===== config.mk =====
export PLATFORM = sky130hd
export DESIGN_NAME = block_alloc_arbiter
export DESIGN_NICKNAME = d
export VERILOG_FILES = /design/src/rtl/flash_ctrl_pkg.sv /design/src/rtl/block_alloc_arbiter_rr_arbiter.sv /design/src/rtl/block_alloc_arbiter.sv
export SDC_FILE = /design/constraint.sdc
export NUM_CORES = 1
export LEC_CHECK = 0
export CELL_PAD_IN_SITES_DETAIL_PLACEMENT = 0
export CELL_PAD_IN_SITES_GLOBAL_PLACEMENT = 2
export CORE_UTILIZATION = 30
export CTS_CLUSTER_DIAMETER = 120
export DETAILED_ROUTE_END_ITERATION = 16
export GPL_ROUTABILITY_DRIVEN = 1
export PLACE_DENSITY = 0.93
export SLEW_MARGIN = 20
export SYNTH_ARGS = -nofsm -noshare
export SYNTH_HDL_FRONTEND = slang
export SYNTH_SLANG_ARGS = --single-unit

===== constraint.sdc =====
create_clock -name clk -period 17.2 [get_ports clk]
set_input_delay 4.3 -clock clk [delete_from_list [all_inputs] [get_ports clk]]
set_output_delay 4.3 -clock clk [all_outputs]
set_load 0.01 [all_outputs]

===== src/rtl/flash_ctrl_pkg.sv =====
// flash_ctrl_pkg
// Shared types and constants for the flash controller block-allocation path.
//   alloc_state_t : allocation arbiter FSM states
//   BLOCKS_DEFAULT, REQS_DEFAULT, LOW_WM_DEFAULT : default geometry
//   BLK_W         : block-index width for the default geometry
package flash_ctrl_pkg;

  typedef enum logic [1:0] {
    IDLE   = 2'd0,
    SCAN   = 2'd1,
    GRANT  = 2'd2,
    SETTLE = 2'd3
  } alloc_state_t;

  localparam int BLOCKS_DEFAULT = 64;
  localparam int REQS_DEFAULT   = 2;
  localparam int LOW_WM_DEFAULT = 4;
  localparam int BLK_W          = $clog2(BLOCKS_DEFAULT);

endpackage


===== src/rtl/block_alloc_arbiter_rr_arbiter.sv =====
// rr_arbiter
// Combinational round-robin arbiter. The search starts one position after
// rr_ptr and wraps, so the most recent winner has the lowest priority.
//   req    in  REQS   request vector
//   rr_ptr in  PTR_W  index of the previous winner
//   grant  out REQS   one-hot winner, all zero when req == 0
module rr_arbiter #(
  parameter int REQS  = 2,
  parameter int PTR_W = $clog2(REQS)
) (
  input  logic [REQS-1:0]  req,
  input  logic [PTR_W-1:0] rr_ptr,
  output logic [REQS-1:0]  grant
);

  logic [PTR_W:0]   sum;
  logic [PTR_W-1:0] idx;
  logic             done;

  always_comb begin
    grant = '0;
    done  = 1'b0;
    sum   = '0;
    idx   = '0;
    for (int k = 1; k <= REQS; k++) begin
      // rr_ptr + k stays below 2*REQS, so one conditional subtract wraps it
      sum = {1'b0, rr_ptr} + (PTR_W+1)'(k);
      if (sum >= (PTR_W+1)'(REQS)) begin
        sum = sum - (PTR_W+1)'(REQS);
      end
      idx = sum[PTR_W-1:0];
      if (!done && req[idx]) begin
        grant[idx] = 1'b1;
        done       = 1'b1;
      end
    end
  end

endmodule


===== src/rtl/block_alloc_arbiter.sv =====
// block_alloc_arbiter
// Shares the free-block pool between REQS requesters. A round-robin winner
// is latched, the lowest free block is located, and the winner is acked with
// either the block (and an allocate strobe to the pool) or an exhausted
// indication. Block releases are forwarded to the pool with one cycle of
// latency, and a registered free count / low-space flag is kept for GC.
//   clk              in   system clock
//   reset            in   synchronous active-high reset
//   req              in   per-requester allocation request (level)
//   ack              out  one-hot one-cycle completion pulse
//   ack_ok           out  with ack: 1 = block granted, 0 = pool exhausted
//   ack_block        out  granted block index
//   free_req         in   release request
//   free_blk         in   block index to release
//   free_bitmap      in   pool free bitmap, 1 = free
//   pool_alloc       out  allocate strobe to pool
//   pool_alloc_block out  block to allocate
//   pool_free        out  free strobe to pool
//   pool_free_block  out  block to free
//   free_count       out  registered popcount of free_bitmap
//   low_space        out  registered free_count < LOW_WM
//
// state  | meaning
// IDLE   | waiting for any req; latches the round-robin winner
// SCAN   | locates lowest free block; registers ack/alloc outputs
// GRANT  | ack and pool_alloc visible; rr pointer moves to winner
// SETTLE | lets the pool bitmap absorb the allocation
module block_alloc_arbiter
  import flash_ctrl_pkg::*;
#(
  parameter int BLOCKS = BLOCKS_DEFAULT,
  parameter int REQS   = REQS_DEFAULT,
  parameter int LOW_WM = LOW_WM_DEFAULT
) (
  input  logic                      clk,
  input  logic                      reset,
  input  logic [REQS-1:0]           req,
  output logic [REQS-1:0]           ack,
  output logic                      ack_ok,
  output logic [$clog2(BLOCKS)-1:0] ack_block,
  input  logic                      free_req,
  input  logic [$clog2(BLOCKS)-1:0] free_blk,
  input  logic [BLOCKS-1:0]         free_bitmap,
  output logic                      pool_alloc,
  output logic [$clog2(BLOCKS)-1:0] pool_alloc_block,
  output logic                      pool_free,
  output logic [$clog2(BLOCKS)-1:0] pool_free_block,
  output logic [$clog2(BLOCKS):0]   free_count,
  output logic                      low_space
);

  localparam int BW    = $clog2(BLOCKS);
  localparam int PTR_W = $clog2(REQS);

  function automatic logic [BW-1:0] lowest_set(input logic [BLOCKS-1:0] v);
    logic [BLOCKS-1:0] sh;
    lowest_set = '0;
    for (int i = BLOCKS - 1; i >= 0; i--) begin
      sh = v >> i;
      if (sh[0]) lowest_set = BW'(i);
    end
  endfunction

  function automatic logic [BW:0] popcount(input logic [BLOCKS-1:0] v);
    logic [BLOCKS-1:0] sh;
    popcount = '0;
    for (int i = 0; i < BLOCKS; i++) begin
      sh       = v >> i;
      popcount = popcount + (BW+1)'(sh[0]);
    end
  endfunction

  function automatic logic [PTR_W-1:0] onehot_idx(input logic [REQS-1:0] oh);
    logic [REQS-1:0] sh;
    onehot_idx = '0;
    for (int i = 0; i < REQS; i++) begin
      sh = oh >> i;
      if (sh[0]) onehot_idx = PTR_W'(i);
    end
  endfunction

  alloc_state_t     state;
  logic [PTR_W-1:0] rr_ptr;
  logic [REQS-1:0]  grant;
  logic [REQS-1:0]  winner_oh;
  logic             any_free;
  logic [BW-1:0]    first_free;
  logic [BW:0]      count_next;

  rr_arbiter #(
    .REQS  (REQS),
    .PTR_W (PTR_W)
  ) u_rr_arbiter (
    .req    (req),
    .rr_ptr (rr_ptr),
    .grant  (grant)
  );

  assign any_free   = |free_bitmap;
  assign first_free = lowest_set(free_bitmap);
  assign count_next = popcount(free_bitmap);

  // Ack/alloc outputs are loaded on the SCAN->GRANT edge so they are
  // registered and visible for exactly the GRANT cycle.
  always_ff @(posedge clk) begin
    if (reset) begin
      state            <= IDLE;
      rr_ptr           <= PTR_W'(REQS - 1);
      winner_oh        <= '0;
      ack              <= '0;
      ack_ok           <= 1'b0;
      ack_block        <= '0;
      pool_alloc       <= 1'b0;
      pool_alloc_block <= '0;
    end else begin
      ack              <= '0;
      ack_ok           <= 1'b0;
      ack_block        <= '0;
      pool_alloc       <= 1'b0;
      pool_alloc_block <= '0;
      case (state)
        IDLE: begin
          if (|req) begin
            winner_oh <= grant;
            state     <= SCAN;
          end
        end
        SCAN: begin
          ack              <= winner_oh;
          ack_ok           <= any_free;
          ack_block        <= any_free ? first_free : '0;
          pool_alloc       <= any_free;
          pool_alloc_block <= any_free ? first_free : '0;
          state            <= GRANT;
        end
        GRANT: begin
          rr_ptr <= onehot_idx(winner_oh);
          state  <= SETTLE;
        end
        SETTLE: begin
          state <= IDLE;
        end
        default: begin
          state <= IDLE;
        end
      endcase
    end
  end

  always_ff @(posedge clk) begin
    if (reset) begin
      pool_free       <= 1'b0;
      pool_free_block <= '0;
      free_count      <= '0;
      low_space       <= 1'b0;
    end else begin
      pool_free       <= free_req;
      pool_free_block <= free_blk;
      free_count      <= count_next;
      low_space       <= (int'(count_next) < LOW_WM);
    end
  end

endmodule


==> metrics.md, run 1 <==
| Metric | Value |
|---|---|
| WL/cell | `approximately 15 um` |
| Worst-Skew Late Latency | `0.28 ns` |
| Die area | `11600 um2` |
| Top-count cell post-synth | `inv_1` |
| WL final | `about 9.5 mm` |
| Post-route ant nets | `0` |
| Buffers added on ports | `~110` |
| Crit-path max cell delay | `about 0.53 ns` |
| Num CTS Buffers | `5` |
| Most Frequent Cell on Critical Path | `fa_1` |
| EDFF count, synth | `0` |
| Final critical-path required period | `10.27 ns` |
| Pre-antenna DRT Iters | `4` |
| Vias | `around 3000` |
| Hold Crit Class | `register to register` |
| Die Wd | `approximately 110 um` |
| CP Class | `input pin to register` |
| Hold Vio Cnt, Final | `0` |
| # nets final | `631` |
| # setup viols final | `0` |
| Ant. Diodes | `0` |
| Critical Path Source Type | `input pin` |
| Slew @ Worst Pin | `about 0.69 ns` |
| Cell breakdown of the critical path | `clkdlybuf4s50_1, inv_1, fa_1, fa_1, inv_1, fa_1, inv_1, fa_1, inv_1, fa_1, inv_1, fa_1, fa_1, fa_1, inv_1, ha_1, inv_1, fa_1, nor2b_1, o21ai_0, a21oi_1, nand2b_1, nand4_1, nor3_1` |
| Synth area leaders | `fa_1 (32%), dfxtp_1 (17%), inv_1 (10%)` |
| Arr. time, crit path | `around 10 ns` |
| Synthesized area per cell | `~8.8 um2` |
| Initial drt markers | `about 120` |
| Most frequent cells after synthesis | `inv_1 (91), fa_1 (54), dfxtp_1 (29), nor2_1 (26)` |
| Post-route DRC violation count | `0` |
| Post-CTS setup buffer count | `0` |
| CP Capture Type | `register` |
| Clock skew | `between 0.003 and 0.004 ns` |
| Routed vias/inst | `4.69` |
| CTS tree | `done` |
| Die H | `approximately 110 um` |
| IO Pins | `106` |
| Status | `complete, no violations` |
| Cells after synthesis | `roughly 380` |
| # clock sinks | `29` |
| Async SR Flop Fraction | `0%` |
| Max Root-Sink Buffers | `2` |
| Synth cell types | `about 50` |
| Slew HR | `between 50% and 60%` |
| Synth warn | `0` |
| Clock transition at path regs | `0.06 ns` |
| Cell Rows | `38` |
| Initial Utilization | `between 30% and 40%` |
| Yosys reg bits | `29` |
| Max Fanout on Critical Path | `4` |
| Max_cap viols | `0` |
| CORE AREA | `between 10000 and 15000 um2` |
| Largest area contributor in the netlist | `fa_1` |
| Largest net degree at the start of global routing | `19` |
| Yosys top cell area share | `32.3%` |
| Vias in the first global route | `approximately 3200` |
| Unrepaired setup endpoints after global routing | `no` |
| Hpwl dp | `8.60 mm` |
| Seq/Total Area, Yosys | `roughly 17%` |
| Syn nets | `approximately 530` |
| Post-cts resize count | `0` |
| Setup TNS | `0 ns` |
| GR Overflow Total | `0` |
| Initial antenna violation count | `0` |
| Global-route usage over all layers | `between 10% and 20%` |
| CP required | `17.41 ns` |
| Hold_buf cts | `0` |
| F_max | `between 0.09 and 0.1 GHz` |
| Final period utilization | `about three fifths` |
| Routability cong. | `0.880` |
| Post-Syn Area | `3350 um2` |
| Area grow syn2layout | `38.0%` |
| Synth Flop Type | `dfxtp_1` |
| Layout cells sized above 1 | `about 3.3%` |
| Root Buffer | `clkbuf_8` |
| Slowest CP cell | `clkdlybuf4s50_1` |
| Max-slew violation count | `0` |
| # H-tree levels | `2` |
| Wire length of the first global-routing pass | `roughly 16 mm` |
worst max-delay path: cells and delay by family:
kind	cells	cell delay [ns]
buffers and inverters	8	0.95
AO/OA/AOI/OAI	2	0.28
adder cells (fa/ha/maj)	10	4.44
AND/OR/NAND/NOR	4	0.50
final cells by class:
cell class,instances,area [um2]
timing repair buffer,105,1050
clock buffer,7,96.3
tap,140,175
inverter,92,345
sequential,29,581
fill,1110,6220
multi-input combinational,250,2370
clock inverter,1,5.00
logic make-up (layout without fill, tap and decap cells):
logic type	after synthesis	after routing	share of synthesized area (%)
DFF	29	29	17.3
xor gates and xnor gates	3	3	0.785
adders and majority gates	73	73	39.4
AOI/OAI and AO/OA	64	64	13.0
buffers and inverters	100	205	12.0
and+or+nand+nor	110	110	17.5
cells in the final DEF (no fill, tap or decap), types with 3 or more instances in the layout:
| cell | netlist | final |
|---|---|---|
| o21ai_0 | 9 | 9 |
| clkbuf_8 | 0 | 7 |
| inv_1 | 91 | 91 |
| o311ai_0 | 3 | 3 |
| dfxtp_1 | 29 | 29 |
| ha_1 | 19 | 19 |
| nand4_1 | 5 | 5 |
| nor3_1 | 12 | 12 |
| nor4_1 | 19 | 19 |
| nand2_1 | 17 | 17 |
| nor2_1 | 26 | 26 |
| clkdlybuf4s50_1 | 0 | 105 |
| or4_1 | 4 | 4 |
| a21oi_1 | 17 | 17 |
| fa_1 | 54 | 54 |
| nor2b_1 | 13 | 13 |
| a31oi_1 | 4 | 4 |
| o211ai_1 | 3 | 3 |
| a211oi_1 | 3 | 3 |
| nand3_1 | 4 | 4 |
worst paths after layout:
path                            depth (start not counted)  slack [ns]            start             endpoint
worst max-delay path                                   24        6.93  free_bitmap[59]            low_space
worst min-delay path                                    2        0.49         state[1]             state[1]
worst max register to register                          5       15.68         state[1]  pool_alloc_block[2]
worst min register to register                          2        0.49         state[1]             state[1]
stage by stage:
stage                     instance area, um2  utilization, %  std cells  hold slack (ns)  setup WS, ns
after global placement                  4520            41.7        616            0.463          6.70
after detailed placement                4520            41.7        616            0.475          6.62
after global routing                    4620            42.6        624            0.501          6.55
final                                   4620            42.6        624            0.485          6.93
after CTS                               4620            42.6        624            0.485          6.89
after floorplan                         3350               -        379            0.447          7.46
metal layers:
metal	wire length, um	track usage (%)
met3	355	2.48
met5	0	0
met2	4920	32.0
met1	4100	23.1
met4	85	3.33
flip-flops by register name, indices dropped and copies added (netlist names):
name / flops
pool_alloc: 1
pool_alloc_block: 6
low_space: 1
free_count: 7
winner_oh: 2
pool_free_block: 6
rr_ptr: 1
pool_free: 1
state: 2
ack: 2
Power of run 1 is left out: the tool's default activity adds up to more than one toggle a clock period on the data nets, which glitch-free logic cannot reach.
==> run 2: changes to the inputs <==
CORE_UTILIZATION = 25   (was 30)
PLACE_DENSITY = 0.83   (was 0.93)
clock period = 8.4 ns   (was 17.2 ns; I/O delays follow)
==> metrics.md, run 2 (synthesis gave the netlist of run 1 again) <==
| Metric | Value |
|---|---|
| WP depth | `19` |
| Largest net degree at the start of global routing | `19` |
| Buffers added on ports | `between 100 and 150` |
| Cell Rows | `41` |
| IO Pins | `between 100 and 150` |
| PD cells | `roughly 530 nW/um2` |
| # nets final | `644` |
| P_sw | `0.00124 W` |
| Seq pwr share | `just under 8%` |
| Max Root-Sink Buffers | `2` |
| Status | `complete, no violations` |
| Cell count after placement | `661` |
| Cell breakdown of the critical path | `clkdlybuf4s50_1, inv_1, fa_1, fa_1, fa_1, fa_1, fa_1, inv_1, fa_1, fa_1, fa_1, inv_1, fa_1, nor2b_1, o21ai_0, a21oi_1, nand2b_1, nand4_1, nor3_1` |
| Worst-Skew Late Latency | `~0.27 ns` |
| Hold Path Stages | `1` |
| Hold endpoint | `ack[0]` |
| Most flops, register | `free_count` |
| Global-route usage over all layers | `between 10% and 20%` |
| Num CTS Buffers | `5` |
| Critical Path Source Type | `input pin` |
| Initial Utilization | `roughly a quarter` |
| GR Overflow Total | `0` |
| Max FFs per register | `7` |
| Filler cells | `roughly 1300` |
| Crit-path max cell delay | `approximately 0.61 ns` |
| # H-tree levels | `2` |
| Worst vdd ir | `just under 0.7 mV` |
| Hold Crit Start | `winner_oh[0]` |
| Switching share of power | `47.8%` |
| Final critical-path required period | `8.01 ns` |
| Area grow syn2layout | `44.7%` |
| CORE AREA | `around 13000 um2` |
| Cell-internal power | `roughly 0.0014 W` |
| Arr. time, crit path | `8.20 ns` |
| Routability cong. | `0.877` |
| Worst reg2reg setup slack | `about 6.8 ns` |
| Initial drt markers | `92` |
| Final period utilization | `between 90% and 100%` |
| Pre-antenna DRT Iters | `4` |
| Max-slew violation count | `0` |
| Most Frequent Cell on Critical Path | `fa_1` |
| Leading cell type in the layout, fill and taps excluded | `clkdlybuf4s50_1` |
| Initial antenna violation count | `0` |
| Crit path buf inv count | `4` |
| F_max | `between 0.1 and 0.15 GHz` |
| Wire length of the first global-routing pass | `about 17 mm` |
| WL final | `~10 mm` |
| Clock group share of total power | `under 10%` |
| Largest regs | `free_count x7, pool_alloc_block x6, pool_free_block x6` |
| Most frequent cells in the layout | `clkdlybuf4s50_1 (105), inv_1 (91), fa_1 (54), dfxtp_1 (29), nor2_1 (26)` |
| Slew HR | `between 50% and 60%` |
| Root Buffer | `clkbuf_16` |
| Layout cells sized above 1 | `under 10%` |
| Vias in the first global route | `approximately 3200` |
| Post-placement cell area | `approximately 4700 um2` |
| Ant. Diodes | `0` |
| Hold Vio Cnt, Final | `0` |
| Die area | `about 14000 um2` |
| Combinational share of power | `a little over four fifths` |
| Reg2reg start | `state[1]` |
| Hpwl dp | `9.25 mm` |
| CP Capture Type | `register` |
| Setup TNS | `0 ns` |
| Slowest CP cell | `fa_1` |
| Clock skew | `0.00447 ns` |
| Max Fanout on Critical Path | `3` |
| Post-route DRC violation count | `0` |
| Slew @ Worst Pin | `~0.68 ns` |
| FF-to-FF End | `pool_alloc_block[5]` |
| Routed vias/inst | `between 4 and 5` |
| LEAKAGE | `2.10 nW` |
| R2R cell count | `5` |
| Unrepaired setup endpoints after global routing | `no` |
| Top Family by Delay on Critical Path | `adder cells` |
| Layout Cells excl Fill | `roughly 670` |
| Post-cts resize count | `0` |
| Post-route ant nets | `0` |
| Post-route cell area | `4850 um2` |
| Vias | `~3000` |
| # clock sinks | `29` |
| WL/cell | `15.0 um` |
| Hold Crit Class | `register to register` |
| Post-CTS setup buffer count | `0` |
| Max_cap viols | `0` |
| # setup viols final | `0` |
| Final core area utilization | `between 30% and 40%` |
| Die H | `118 um` |
| CTS tree | `done` |
| Hold_buf cts | `0` |
| CP Class | `input pin to register` |
| Clock transition at path regs | `approximately 0.05 ns` |
| Die Wd | `118 um` |
| CP required | `around 8.6 ns` |
## run 2: cell types whose count changed in the layout (fill, tap and decap cells not counted)
cell	before	now
clkbuf_8	7	0
buf_4	0	13
bufinv_16	0	2
clkbuf_16	0	5
## run 2: worst max path at each step
| stage | from | end | slack [ns] |
|---|---|---|---|
| final | free_bitmap[35] | low_space | 0.39 |
| after global routing | free_bitmap[25] | low_space | 0.001 |
| after CTS | free_bitmap[35] | low_space | 0.34 |
| after detailed placement | free_bitmap[23] | low_space | 0.08 |
| after global placement | free_bitmap[23] | low_space | 0.10 |
| after floorplan | free_bitmap[23] | low_space | 0.86 |
## run 2: final cells by class
| type | instances | area [um2] | area share (%) |
|---|---|---|---|
| multi-input combinational | 250 | 2370 | 48.8 |
| tap | 172 | 215 | 4.44 |
| timing repair buffer | 118 | 1150 | 23.7 |
| sequential | 29 | 581 | 12.0 |
| inverter | 92 | 345 | 7.13 |
| clock buffer | 5 | 125 | 2.58 |
| clock inverter | 3 | 65.1 | 1.34 |
## run 2: power groups by stage
stage                     combinational [W]  clock [W]  sequential (W)
after floorplan                     0.00173          0        0.000209
after global routing                0.00258   0.000237        0.000202
after global placement              0.00223          0        0.000201
after detailed placement            0.00221          0        0.000203
after CTS                           0.00224   0.000231        0.000200
final                               0.00216   0.000228        0.000199
## run 2: routing by layer
metal	global-route usage [%]	wire length (um)
met1	19.0	4330
met3	1.70	337
met5	0	0
met2	28.3	5310
met4	2.24	91
## run 2: worst reg2reg max path, stage by stage (launching register included)
cell     delay (ns)
dfxtp_1        0.32
inv_1          0.08
ha_1           0.20
nand2_1        0.13
or4_4          0.54
nor4_1         0.20
## run 2: per-stage QoR
step / setup slack, ns / total power (W) / hold slack (ns)
floorplan: 0.860 / 0.00194 / 0.447
global placement: 0.105 / 0.00243 / 0.463
detailed placement: 0.0797 / 0.00242 / 0.469
CTS: 0.338 / 0.00267 / 0.476
global route: 0.00102 / 0.00302 / 0.480
finish: 0.389 / 0.00259 / 0.473
Power figures use the tool's default switching activity.
==> run 3: changes to the inputs <==
CAP_MARGIN = 20   (was default)
PLACE_DENSITY = 0.82   (was 0.83)
SYNTH_HIERARCHICAL = 1   (was default)
==> metrics.md, run 3 <==
| Metric | Value |
|---|---|
| Vias | `approximately 3000` |
| CTS tree | `done` |
| Synth warn | `6` |
| Cell Rows | `between 40 and 50` |
| Synth Flop Type | `dfxtp_1` |
| Syn nets | `between 500 and 600` |
| Top Family by Delay on Critical Path | `adder cells` |
| Pre-antenna DRT Iters | `4` |
| Clock transition at path regs | `roughly 0.050 ns` |
| Ant. Diodes | `0` |
| Post-Syn Area | `between 3000 and 4000 um2` |
| CP Class | `input pin to register` |
| Largest area contributor in the netlist | `fa_1` |
| Crit-path max cell delay | `0.55 ns` |
| GR Overflow Total | `0` |
| Slew @ Worst Pin | `0.746 ns` |
| Final critical-path required period | `7.98 ns` |
| CORE AREA | `roughly 13000 um2` |
| Global-route usage over all layers | `14.9%` |
| Seq/Total Area, Yosys | `between 10% and 20%` |
| Num CTS Buffers | `5` |
| Most Frequent Cell on Critical Path | `fa_1` |
| Routability cong. | `0.865` |
| Largest net degree at the start of global routing | `22` |
| F_max | `roughly 0.13 GHz` |
| Area grow syn2layout | `42.1%` |
| Slowest CP cell | `fa_1` |
| Routed vias/inst | `approximately 4.5` |
| Max_cap viols | `0` |
| CP required | `between 8 and 9 ns` |
| Post-route DRC violation count | `0` |
| IO Pins | `about 110` |
| Max-slew violation count | `0` |
| # H-tree levels | `2` |
| Register Area | `approximately 580 um2` |
| Hpwl dp | `roughly 9 mm` |
| Die H | `around 120 um` |
| WL final | `9.85 mm` |
| Slew HR | `roughly half` |
| Synth cell types | `46` |
| Most frequent cells after synthesis | `inv_1 (92), fa_1 (54), nor2_1 (31), dfxtp_1 (29), ha_1 (19)` |
| Max Root-Sink Buffers | `2` |
| Post-route ant nets | `0` |
| Most flops, register | `free_count` |
| Cell breakdown of the critical path | `clkdlybuf4s50_1, inv_1, fa_1, inv_1, fa_1, fa_1, inv_1, fa_1, fa_1, inv_1, fa_1, fa_1, fa_1, ha_1, a21o_1, a21oi_1, o21bai_1, a21oi_1, xnor2_1, nor4bb_1` |
| # nets final | `about 640` |
| Cells after synthesis | `378` |
| Top-count cell post-synth | `inv_1` |
| Root Buffer | `clkbuf_16` |
| Clock skew | `0.000905 ns` |
| Die Wd | `119 um` |
| Multi-input gate area | `around 2400 um2` |
| Hold Crit Class | `register to register` |
| Max FFs per register | `7` |
| Crit path buf inv count | `5` |
| Initial Utilization | `about 26%` |
| Wire length of the first global-routing pass | `between 15 and 20 mm` |
| Buffers added on ports | `~110` |
| Filler cells | `~1400` |
| # setup viols final | `0` |
| Yosys top cell area share | `31.6%` |
| Max Fanout on Critical Path | `3` |
| # clock sinks | `29` |
| Synth area leaders | `fa_1 (32%), dfxtp_1 (17%), inv_1 (10%)` |
| Worst-Skew Late Latency | `around 0.27 ns` |
| Initial drt markers | `155` |
| Die area | `14100 um2` |
| Status | `complete, no violations` |
| CP Capture Type | `register` |
| Layout cells sized above 1 | `approximately 5.5%` |
| EDFF count, synth | `0` |
| Setup TNS | `0 ns` |
| WL/cell | `around 15 um` |
| Initial antenna violation count | `0` |
| Yosys reg bits | `29` |
| Async SR Flop Fraction | `0%` |
| Most frequent cells in the layout | `clkdlybuf4s50_1 (105), inv_1 (92), fa_1 (54), nor2_1 (31), dfxtp_1 (29)` |
| Arr. time, crit path | `approximately 8 ns` |
| Final period utilization | `between 90% and 100%` |
| Leading cell type in the layout, fill and taps excluded | `clkdlybuf4s50_1` |
| Unrepaired setup endpoints after global routing | `no` |
| Largest regs | `free_count x7, ack_block x6, pool_free_block x6` |
| Critical Path Source Type | `input pin` |
| Vias in the first global route | `roughly 3300` |
| Synthesized area per cell | `around 9 um2` |
| Hold Vio Cnt, Final | `0` |
==> run 3: changes by cell type after synthesis, moves of 3 or more <==
| cell | change |
|---|---|
| a21oi_1 | -3 |
| nand2_1 | -9 |
| nand2b_1 | +3 |
| nor2_1 | +5 |
| nor4_1 | -4 |
| o21ai_0 | +4 |
| o31ai_1 | +3 |
| or4_1 | -4 |
==> run 3: cells by family after synthesis <==
logic type      count (synthesis)  synth area share [%]
simple gates                  102                  17.7
buf+inv                       101                  11.9
fa+ha+maj                      73                  38.6
compound gates                 67                  13.2
flops                          29                  17.0
xor+xnor                        4                  1.03
mux                             2                 0.586
==> run 3: routing by layer <==
| layer | wire [um] | global-route usage, % |
|---|---|---|
| met2 | 5090 | 26.7 |
| met4 | 69 | 2.69 |
| met1 | 4310 | 18.6 |
| met3 | 385 | 3.11 |
| met5 | 0 | 0 |
==> run 3: worst paths after layout <==
path	from	to	slack (ns)	cells past startpoint
hold / removal	winner_oh[0]	ack[0]	0.43	2
setup reg to reg	state[1]	ack_block[0]	6.70	6
hold reg to reg	winner_oh[0]	ack[0]	0.43	2
setup / recovery	free_bitmap[25]	low_space	0.42	20
==> run 3: cell type report <==
cell class | count | area share [%]
Clock buffer | 7 | 3.14
Clock inverter | 1 | 0.103
Inverter | 92 | 7.11
Multi-Input combinational cell | 248 | 50.1
Sequential cell | 29 | 12.0
Tap cell | 176 | 4.53
Timing Repair Buffer | 114 | 23.0
==> run 3: what timing repair did <==
| item | 4_1_cts | 5_1_grt |
|---|---|---|
| hold endpoints to repair | 0 | 0 |
| resized for setup | 0 | 1 |
| buffers inserted | 0 | 0 |
| hold buffers | 0 | 0 |
| endpoints found under the setup margin | 0 | 1 |
==> run 3: worst reg2reg max path, stage by stage (launching register included) <==
cell      delay, ns
dfxtp_1        0.32
inv_1          0.09
ha_1           0.14
nand2b_1       0.17
a311o_2        0.43
or3_1          0.37
o211ai_1       0.10
==> run 3: through the flow <==
| step | utilization, % | setup WS [ns] | cells | hold WS [ns] | area [um2] |
|---|---|---|---|---|---|
| 2_1_floorplan | - | 0.824 | 378 | 0.408 | 3420 |
| 3_3_place_gp | 35.3 | 0.107 | 659 | 0.423 | 4700 |
| 3_5_place_dp | 35.3 | 0.0485 | 659 | 0.424 | 4700 |
| 4_1_cts | 36.5 | 0.336 | 667 | 0.432 | 4850 |
| 5_1_grt | 36.5 | 0.0236 | 667 | 0.460 | 4860 |
| 6_report | 36.5 | 0.418 | 667 | 0.431 | 4860 |
Power of run 3 is left out for the same reason.
